File: src/rtl/rf_pkg.sv
// -----------------------------------------------------------------------------
// rf_pkg -- shared definitions for the register-file writeback arbiter slice.
//
// Contents:
//   DW, AW, NREG   default data width, address width and register count
//   rf_addr_t      register address
//   rf_data_t      register data
//   wb_req_t       one writeback request {addr, data}
//   prio_e         which requester wins the next tie in the 2-way arbiter
// -----------------------------------------------------------------------------
package rf_pkg;

    localparam int DW   = 16;
    localparam int AW   = 5;
    localparam int NREG = 2 ** AW;

    typedef logic [AW-1:0] rf_addr_t;
    typedef logic [DW-1:0] rf_data_t;

    typedef struct packed {
        rf_addr_t addr;
        rf_data_t data;
    } wb_req_t;

    typedef enum logic {
        PRIO_ALU = 1'b0,
        PRIO_LSU = 1'b1
    } prio_e;

endpackage : rf_pkg

File: src/rtl/rr_arb2.sv
// -----------------------------------------------------------------------------
// rr_arb2 -- two-way round-robin arbiter.
//
// A lone requester is granted immediately. On a tie the requester that was
// not granted most recently wins. The priority pointer moves only when a
// grant is issued; the caller guarantees a grant is always an accepted
// transfer (grant implies request, and the grant is the ready).
//
// Ports:
//   clk      in   clock
//   reset    in   synchronous, active-high; pointer returns to ALU-first
//   i_req    in   [1:0] request, bit0 = ALU, bit1 = LSU
//   o_gnt    out  [1:0] one-hot or zero grant, combinational
// -----------------------------------------------------------------------------
module rr_arb2
    import rf_pkg::*;
(
    input  logic       clk,
    input  logic       reset,
    input  logic [1:0] i_req,
    output logic [1:0] o_gnt
);

    prio_e r_prio;
    prio_e w_prio_next;

    // NOTE: sequential state uses non-blocking assignments so every flop
    // samples the pre-edge value of every other flop.
    always_ff @(posedge clk) begin
        if (reset) begin
            r_prio <= PRIO_ALU;
        end else begin
            r_prio <= w_prio_next;
        end
    end

    // NOTE: every output of a combinational block gets a default first;
    // a path that leaves one unassigned would infer a latch.
    always_comb begin
        o_gnt       = 2'b00;
        w_prio_next = r_prio;

        unique case (i_req)
            2'b01:   o_gnt = 2'b01;
            2'b10:   o_gnt = 2'b10;
            2'b11:   o_gnt = (r_prio == PRIO_ALU) ? 2'b01 : 2'b10;
            default: o_gnt = 2'b00;
        endcase

        // Whoever was just served drops to the back of the line.
        if (o_gnt[0]) begin
            w_prio_next = PRIO_LSU;
        end else if (o_gnt[1]) begin
            w_prio_next = PRIO_ALU;
        end
    end

endmodule : rr_arb2

File: src/rtl/rf_wb_arbiter.sv
// -----------------------------------------------------------------------------
// rf_wb_arbiter -- merges ALU and LSU writebacks into the single register-file
// write port and, optionally, tracks destinations with outstanding writes.
//
// Writeback path: at most one request is accepted per cycle (round-robin on
// ties). The accepted request is registered and presented to the register
// file for exactly the following cycle. Writes to r0 are accepted and
// silently dropped.
//
// Scoreboard (macro RF_WB_SCOREBOARD_EN): one pending bit per register r1..rN.
// An accepted issue claim sets the bit; a register-file write clears it at the
// end of the write cycle; a coincident set and clear leaves it set. Without
// the macro there is no pending storage, issue_ready is 1 and q_busy is 0.
//
// Ports:
//   clk                 in   clock
//   reset               in   synchronous, active-high
//   wb_valid[1:0]       in   writeback request, bit0 = ALU, bit1 = LSU
//   wb_addr0/wb_addr1   in   destination register per requester
//   wb_data0/wb_data1   in   write data per requester
//   wb_ready[1:0]       out  accept (combinational, at most one bit set)
//   rf_write            out  register-file write enable
//   rf_w_addr           out  register-file write address
//   rf_d_in             out  register-file write data
//   issue_valid         in   decode claims a destination register
//   issue_addr          in   claimed destination
//   issue_ready         out  claim accepted (no WAW hazard)
//   q_addr              in   operand hazard query address
//   q_busy              out  queried register has a pending write
// -----------------------------------------------------------------------------
module rf_wb_arbiter #(
    parameter int DW = rf_pkg::DW,
    parameter int AW = rf_pkg::AW
) (
    input  logic          clk,
    input  logic          reset,
    input  logic [1:0]    wb_valid,
    input  logic [AW-1:0] wb_addr0,
    input  logic [AW-1:0] wb_addr1,
    input  logic [DW-1:0] wb_data0,
    input  logic [DW-1:0] wb_data1,
    output logic [1:0]    wb_ready,
    output logic          rf_write,
    output logic [AW-1:0] rf_w_addr,
    output logic [DW-1:0] rf_d_in,
    input  logic          issue_valid,
    input  logic [AW-1:0] issue_addr,
    output logic          issue_ready,
    input  logic [AW-1:0] q_addr,
    output logic          q_busy
);

    // -------------------------------------------------------------------------
    // Arbitration
    // -------------------------------------------------------------------------
    logic [1:0]    w_req;
    logic [1:0]    w_gnt;
    logic          w_xfer;
    logic [AW-1:0] w_sel_addr;
    logic [DW-1:0] w_sel_data;

    // Nothing is accepted while reset is held, so queued requests survive it.
    assign w_req = wb_valid & {2{~reset}};

    rr_arb2 u_rr_arb2 (
        .clk   (clk),
        .reset (reset),
        .i_req (w_req),
        .o_gnt (w_gnt)
    );

    assign wb_ready   = w_gnt;
    assign w_xfer     = |w_gnt;
    assign w_sel_addr = w_gnt[1] ? wb_addr1 : wb_addr0;
    assign w_sel_data = w_gnt[1] ? wb_data1 : wb_data0;

    // -------------------------------------------------------------------------
    // Registered write stage
    // -------------------------------------------------------------------------
    logic          r_write;
    logic [AW-1:0] r_w_addr;
    logic [DW-1:0] r_d_in;

    always_ff @(posedge clk) begin
        if (reset) begin
            r_write  <= 1'b0;
            r_w_addr <= '0;
            r_d_in   <= '0;
        end else begin
            // r0 is architecturally zero: accept the transfer, suppress the write.
            r_write <= w_xfer && (w_sel_addr != '0);
            if (w_xfer) begin
                r_w_addr <= w_sel_addr;
                r_d_in   <= w_sel_data;
            end
        end
    end

    assign rf_write  = r_write;
    assign rf_w_addr = r_w_addr;
    assign rf_d_in   = r_d_in;

    // -------------------------------------------------------------------------
    // Pending-write scoreboard
    // -------------------------------------------------------------------------
`ifdef RF_WB_SCOREBOARD_EN
    localparam int NR = 2 ** AW;

    logic [NR-1:0] r_pending;
    logic [NR-1:0] w_pending_next;
    logic          w_issue_set;

    assign issue_ready = ~reset & ~r_pending[issue_addr];
    assign q_busy      = r_pending[q_addr];
    assign w_issue_set = issue_valid & issue_ready & (issue_addr != '0);

    always_comb begin
        w_pending_next = r_pending;
        if (r_write) begin
            w_pending_next[r_w_addr] = 1'b0;
        end
        // Applied after the clear so a same-cycle claim of the register being
        // written keeps it pending for the new producer.
        if (w_issue_set) begin
            w_pending_next[issue_addr] = 1'b1;
        end
        // r0 never carries a hazard; issue_ready and q_busy rely on this.
        w_pending_next[0] = 1'b0;
    end

    always_ff @(posedge clk) begin
        if (reset) begin
            r_pending <= '0;
        end else begin
            r_pending <= w_pending_next;
        end
    end
`else
    logic w_unused;

    assign issue_ready = 1'b1;
    assign q_busy      = 1'b0;
    assign w_unused    = ^{issue_valid, issue_addr, q_addr};
`endif

endmodule : rf_wb_arbiter

File: config.mk
export PLATFORM = sky130hd
export DESIGN_NAME = rf_wb_arbiter
export DESIGN_NICKNAME = d
export VERILOG_FILES = /design/src/rtl/rf_pkg.sv /design/src/rtl/rr_arb2.sv /design/src/rtl/rf_wb_arbiter.sv
export SDC_FILE = /design/constraint.sdc
export NUM_CORES = 1
export LEC_CHECK = 0
export CORE_MARGIN = 3
export CORE_UTILIZATION = 38
export DETAILED_ROUTE_END_ITERATION = 7
export PLACE_DENSITY = 0.83
export SLEW_MARGIN = 30
export SYNTH_ARGS = -nofsm -noshare
export SYNTH_HDL_FRONTEND = slang
export SYNTH_SLANG_ARGS = --single-unit
File: constraint.sdc
create_clock -name clk -period 2.05 [get_ports clk]
set_input_delay 0.3075 -clock clk [delete_from_list [all_inputs] [get_ports clk]]
set_output_delay 0.3075 -clock clk [all_outputs]
set_load 0.03 [all_outputs]
* After elaboration in Yosys (flattened, before gate mapping)
Index checks and enable logic that the tools add are counted.
Word-level totals: flip-flop bits (word level) 23, bits in latches 0, memory bits (writable) 0, memory bits (read-only) 0, bits of input ports 57, output and inout bits 26, word-level logic and storage cells 19, memories 0
Operators by class: add/subtract/negate cells 0, multipliers 0, divide/modulo/power cells 0, magnitude comparators 0, equality and inequality tests 3, shift-type cells 0, mux-type cells 6, bitwise operators 2, reduce and logical (&&, ||, !) cells 4
Operators with widths (number):
- 16-bit two-way mux | 1
- 2-bit case mux with 3 select lines | 1
- 5-bit two-way mux | 1
- 5-bit nonzero test | 1
- 2-bit == test, second input constant | 2
- 2-bit bitwise AND | 1
- 2-bit by 1-bit == test with 1-bit output, second input constant | 1
- 1-bit two-way mux | 2
- 2-bit two-way mux | 1
- 2-bit nonzero test | 1
- 2-bit OR reduction | 1
- 1-bit logical AND | 1
- 1-bit inverter | 1

* Depth between registers and ports, before layout
Gate-level depths: netlist (run 1).
depth in word-level cells 7, mapped depth 5, gate-level depth less buffers 3

* Cells and area by module
A second synthesis (run 1) with hierarchy kept.
Unflattened totals: cells, all modules 113, area total of the unflattened synthesis 1238.7 µm²
Modules (own cells, without submodules):
- rf_wb_arbiter | instances 1, cells each 106, area each 1181.1 µm², seq. area each 440.4 µm²
- rr_arb2 | instances 1, cells each 7, area each 57.6 µm², seq. area each 20.0 µm²

* Worst setup path after synthesis (run 1)
OpenSTA, ideal clock, no wires.
path type flip-flop to output port, start point register u_rr_arb2.r_prio, end point output port wb_ready[1], arrival time 1.125 ns, required time 1.742 ns, slack 0.618 ns, cell stages (with the launch flop) 5, path buffers 1, cell sequence dfxtp_1 -> a21bo_2 -> buf_4 -> nor2_1 -> nor2_1
Between the ends: cells in the longest elaborated chain, start to end 2
Ends and longest elaborated chain:
- start, declared | line rr_arb2.sv:24 | prio_e r_prio;
- start signal, assigned | line rr_arb2.sv:33 | r_prio <= w_prio_next;
- 2-bit two-way mux | line rr_arb2.sv:46 | 2'b11: o_gnt = (r_prio == PRIO_ALU) ? 2'b01 : 2'b10;
- 2-bit case mux with 3 select lines | line rr_arb2.sv:43 | unique case (i_req)
- end, declared | line rf_wb_arbiter.sv:42 | output logic [1:0] wb_ready,
No other way between the ends.

* Worst setup path after layout (run 1)
start point input port wb_valid[1], end point output port wb_ready[1]
Between the ends: cells in the longest elaborated chain, start to end 3, elaborated cells on any way between the ends 5, those cells by class 3 x eq/ne; 1 x mux; 1 x bitwise
Ends and longest elaborated chain:
- start, declared | line rf_wb_arbiter.sv:37 | input logic [1:0] wb_valid,
- 2-bit bitwise AND (*) | line rf_wb_arbiter.sv:63 | assign w_req = wb_valid & {2{~reset}};
- 2-bit == test / 2-bit by 1-bit == test with 1-bit output (equally long branches) | line rr_arb2.sv:43
- 2-bit case mux with 3 select lines (*) | line rr_arb2.sv:43
Every way passes the cells marked *; elsewhere a longest branch is shown, timed or not.

==> results of run 1 <==
[cells in the final DEF, fill, tap and decap left out, types with 2 or more instances in the layout]
cell | Yosys | routed
a311oi_1 | 19 | 19
buf_4 | 8 | 8
clkbuf_4 | 0 | 3
clkdlybuf4s50_1 | 0 | 66
conb_1 | 2 | 2
dfxtp_1 | 23 | 23
nand2b_1 | 4 | 4
nand3b_1 | 20 | 20
nor2_1 | 22 | 22
o21ai_0 | 19 | 19
[stage by stage]
step	util, %	hold slack (ns)	cell area [sq um]	instances	total power [uW]
after floorplan	-	0.480	1220	141	716
after global placement	64.4	0.476	1870	239	879
after detailed placement	64.4	0.487	1870	239	889
after CTS	65.4	0.436	1900	243	1090
after global routing	65.4	0.455	1900	243	1140
final	65.4	0.438	1900	243	1080
[layer usage]
| metal | track usage [%] | part of all wire (%) | vias to the layer above |
|---|---|---|---|
| li1 | - | - | 640 |
| met1 | 20.4 | 41 | 609 |
| met2 | 31.0 | 51 | 50 |
| met3 | 2.52 | 6.6 | 4 |
| met4 | 7.71 | 1.5 | 0 |
| met5 | 0 | 0 | - |
[kinds of logic (layout without fill, tap and decap cells)]
kind of cell    after synthesis  after routing  synth area share [%]
simple gates                 50             50                  23.1
compound gates               47             47                  27.7
flops                        23             23                  37.7
buf+inv                      19             79                  10.8
other cells                   2              2                 0.614
[power by group through the flow]
stage	logic, uW	registers (uW)	clock network (uW)
3_3_place_gp	367	512	0
3_5_place_dp	375	514	0
2_1_floorplan	132	584	0
5_1_grt	400	508	234
4_1_cts	376	504	210
6_report	375	503	205
[worst register-to-register path, delay by kind of cell, from the launching register on]
kind / cells / cell delay [ns]
compound gates: 3 / 0.66
buf+inv: 1 / 0.23
flops: 1 / 0.41
[state kept, by name, indices dropped and copies added (netlist names)]
name and cells:
rf_d_in 16, rf_w_addr 5, rf_write 1, u_rr_arb2.r_prio 1
[final timing paths]
check	start	end	slack [ns]	depth (start not counted)
worst max-delay path	wb_valid[1]	wb_ready[1]	0.23	5
worst min register to register	rf_w_addr[0]	rf_w_addr[0]	0.50	2
worst max register to register	u_rr_arb2.r_prio	rf_d_in[4]	0.67	4
worst min-delay path	reset	u_rr_arb2.r_prio	0.44	2
[cell type report]
type,instances,area (sq um)
clock buffer,3,22.5
clock inverter,1,5.00
fill,265,1000
multi-input combinational,99,629
sequential,23,460
tap,42,52.6
timing repair buffer,75,726
==> impl_metrics.json, run 1 <==
{
  "crit_top_cell": "nor2_1",
  "final_nets": 259,
  "power.density_nw_per_um2": 571,
  "slew_viol_final": 0,
  "tns_ns": 0,
  "synth-edff-count": 0,
  "finClkSkew_ns": 0.00856,
  "switching_power_uw": 339,
  "syn2layout_area_growth_pct": 55.1,
  "diodes": 0,
  "start_kind": "input port",
  "drt_iter0_drc": 43,
  "dp_hpwl_microns": 2630,
  "clkPwrFrac_pct": 18.9,
  "start_util_pct": 42.1,
  "cpMaxStageDelayCell": "clkdlybuf4s50_1",
  "cts_setup_buffers": 0,
  "final-setup-viol-count": 0,
  "ctsHoldBuffers": 0,
  "layout-drive-gt1-share_pct": 7.96,
  "worstPathCellList": "clkdlybuf4s50_1 -> a21bo_2 -> nor2_1 -> nor2_1 -> buf_4",
  "ioPinCount": 83,
  "max_freq_mhz": 550,
  "status": "finished, final reports clean",
  "synth_area_sq_um": 1220,
  "dp_slack_ns": 0.191,
  "place_congestion": 0.823,
  "finalCritPeriodShare_pct": 88.8,
  "yosys_register_bits": 23,
  "endpoint_kind": "output port",
  "ys_warn_count": 0,
  "drtAntennaViolNets": 0,
  "ys.flop_type": "dfxtp_1",
  "cts_sinks": 23,
  "drt_pass1_iterations": 4,
  "htreeDepth": 1,
  "die_y_microns": 62.7,
  "synth.most_common_cell": "dfxtp_1",
  "numCtsBuffers": 3,
  "rsz0062_at_grt": "no",
  "synth_top_area_share_pct": 37.7,
  "cts_resized": 0,
  "pwr-share-seq_pct": 46.5,
  "synth_commonest_cells": "dfxtp_1 (23), nor2_1 (22), nand3b_1 (20), a311oi_1 (19), o21ai_0 (19)",
  "cp_slowest_stage_delay_ns": 0.55,
  "syn_nets": 198,
  "crit_fanout": 10,
  "p_sw_share_pct": 31.3,
  "finalCriticalPeriod_ns": 1.82,
  "synth_top_cell_by_area": "dfxtp_1",
  "cp.required_ns": 1.74,
  "hp-class": "input port to register",
  "grt_overflow": 0,
  "avgSynthCellArea_sq_um": 8.67,
  "yosys-top-cells-area": "dfxtp_1 (38%), a311oi_1 (14%), nand3b_1 (12%), o21ai_0 (7.8%), nor2_1 (6.8%)",
  "crit_buf_inv": 2,
  "first_global_vias": 1264,
  "drc": 0,
  "yosysSeqAreaShare_pct": 37.7,
  "via_count": 1303,
  "grt_usage_pct": 17.4,
  "async_flop_share_pct": 0,
  "worstPathArrival_ns": 1.51,
  "vdd_ir_drop_max_mv": 0.264,
  "vias_per_cell": 5.36,
  "ys_types": 25,
  "finalHoldViolations": 0,
  "grt_max_degree": 40,
  "antenna_found_initial": 0,
  "leakage_uw": 0.000674,
  "cts_tree": "done",
  "num_rows": 19,
  "ctsRootBufferMaster": "clkbuf_4",
  "die_area_sq_um": 3930,
  "worst_slack_ns": 0.230,
  "clkTransAtPathRegs_ns": 0.12,
  "die_width_microns": 62.7,
  "cap_violations": 0,
  "design.core.area_sq_um": 2900,
  "io_buffers": 69,
  "cp_top_family": "buffers and inverters",
  "intPower_uw": 744,
  "pwr-share-comb_pct": 34.6,
  "syn_inst": 141,
  "clk_path_buf_depth": 2,
  "clk_latency_ns": 0.31,
  "wl_per_cell_microns": 14.2,
  "grt_pass1_wl_microns": 5640,
  "path_class": "input port to output port",
  "wirelength_microns": 3440
}
No activity file was read; power rests on OpenSTA's default activity.
==> run 2, diff against run 1 <==
--- a/config.mk
+++ b/config.mk
@@ -5,7 +5,7 @@
 export SDC_FILE = /design/constraint.sdc
 export NUM_CORES = 1
 export LEC_CHECK = 0
-export CORE_MARGIN = 3
+export CORE_MARGIN = 1.5
 export CORE_UTILIZATION = 38
 export DETAILED_ROUTE_END_ITERATION = 7
 export PLACE_DENSITY = 0.83
==> run 2 against run 1 <==
Final cell count is 1.2% higher; first-iteration DRC count is 9.3% lower; clock skew is 0.0030 ns lower; non-clock buffer count is 1 higher; sequential power hardly changed; largest power group unchanged.
==> impl_metrics.json, run 2 (synthesis gave the netlist of run 1 again) <==
{
  "status": "finished, final reports clean",
  "start_util_pct": 40.0,
  "hp-class": "input port to register",
  "vdd_ir_drop_max_mv": 0.326,
  "io_buffers": 69,
  "dp_slack_ns": 0.225,
  "cp.required_ns": 1.74,
  "path_class": "input port to output port",
  "power.density_nw_per_um2": 569,
  "endpoint_kind": "output port",
  "final_cell_mix": "clkdlybuf4s50_1 (66), dfxtp_1 (23), nor2_1 (22)",
  "via_count": 1276,
  "slew_viol_final": 0,
  "leakage_uw": 0.000679,
  "place_congestion": 0.784,
  "grt_max_degree": 37,
  "finClkSkew_ns": 0.00553,
  "wl_per_cell_microns": 13.4,
  "cts_resized": 0,
  "die_area_sq_um": 3570,
  "final_nets": 260,
  "dp_hpwl_microns": 2540,
  "grt_pass1_wl_microns": 5430,
  "htreeDepth": 1,
  "layout-drive-gt1-share_pct": 8.42,
  "worstPathArrival_ns": 1.52,
  "clk_path_buf_depth": 2,
  "hold_start": "reset",
  "die_width_microns": 59.7,
  "final-setup-viol-count": 0,
  "timing.rr.start": "u_rr_arb2.r_prio",
  "drt_iter0_drc": 39,
  "syn2layout_area_growth_pct": 55.9,
  "antenna_found_initial": 0,
  "first_global_vias": 1237,
  "cts_tree": "done",
  "largest_register_ffs": 16,
  "diodes": 0,
  "die_y_microns": 59.7,
  "cts_sinks": 23,
  "num_rows": 20,
  "finalCriticalPeriod_ns": 1.83,
  "reg2reg_depth": 4,
  "r2r_slack_ns": 0.73,
  "cap_violations": 0,
  "grt_usage_pct": 19.9,
  "ctsRootBufferMaster": "clkbuf_4",
  "numCtsBuffers": 3,
  "cts_setup_buffers": 0,
  "drc": 0,
  "final_common_cell": "clkdlybuf4s50_1",
  "clk_latency_ns": 0.30,
  "vias_per_cell": 5.19,
  "ioPinCount": 83,
  "tns_ns": 0,
  "grt_overflow": 0,
  "holdPathEnd": "u_rr_arb2.r_prio",
  "hold_depth": 2,
  "max_freq_mhz": 546,
  "drt_pass1_iterations": 4,
  "rsz0062_at_grt": "no",
  "wirelength_microns": 3290,
  "clkTransAtPathRegs_ns": 0.13,
  "crit_fanout": 9,
  "ctsHoldBuffers": 0,
  "design.core.area_sq_um": 3050,
  "finalCritPeriodShare_pct": 89.4,
  "finalHoldViolations": 0,
  "start_kind": "input port",
  "worst_slack_ns": 0.218,
  "timing.rr.end": "rf_write",
  "drtAntennaViolNets": 0
}
run 2: cell count changes in the layout (fill, tap and decap cells not counted):
| cell | change |
|---|---|
| buf_4 | +1 |
run 2: worst max path at each step:
stage                           startpoint          end  slack (ns)  cells after the start
after floorplan           u_rr_arb2.r_prio  wb_ready[1]        0.62                      4
after global placement         wb_valid[1]  wb_ready[1]        0.28                      5
after detailed placement       wb_valid[1]  wb_ready[1]        0.22                      5
after CTS                      wb_valid[1]  wb_ready[1]        0.22                      5
after global routing           wb_valid[1]  wb_ready[1]        0.11                      5
final                          wb_valid[1]  wb_ready[1]        0.22                      5
run 2: power by group:
part	switching (uW)	internal, uW
combinational	185	189
clock	135	72.7
sequential	18.2	484
total	338	746
run 2: critical path: stages:
cell and delay [ns]:
clkdlybuf4s50_1 0.57, a21bo_2 0.27, nor2_1 0.09, nor2_1 0.13, buf_4 0.16
run 2: metal layers:
layer  vias to the layer above  routed length [microns]  GRT usage [%]
li1                        642                        -              -
met1                       592                     1400           23.9
met2                        36                     1740           35.6
met3                         6                       99           2.16
met4                         0                       52           8.25
met5                         -                        0              0
run 2: metrics by stage:
stage / instance area (sq um) / utilization, % / power (uW) / hold WS, ns / instances
global placement: 1880 / 61.5 / 879 / 0.479 / 242
finish: 1910 / 62.4 / 1080 / 0.489 / 246
global route: 1910 / 62.4 / 1150 / 0.479 / 246
floorplan: 1220 / - / 716 / 0.480 / 141
CTS: 1910 / 62.4 / 1100 / 0.477 / 246
detailed placement: 1880 / 61.5 / 888 / 0.492 / 242
run 2: area by class of cell:
cell class | count | area, sq um
fillers | 288 | 1150
repair buffers | 76 | 733
flip-flops and latches | 23 | 460
multi-input cells | 99 | 629
clock buffers | 3 | 22.5
well taps | 44 | 55.1
clock inverters | 1 | 5.00
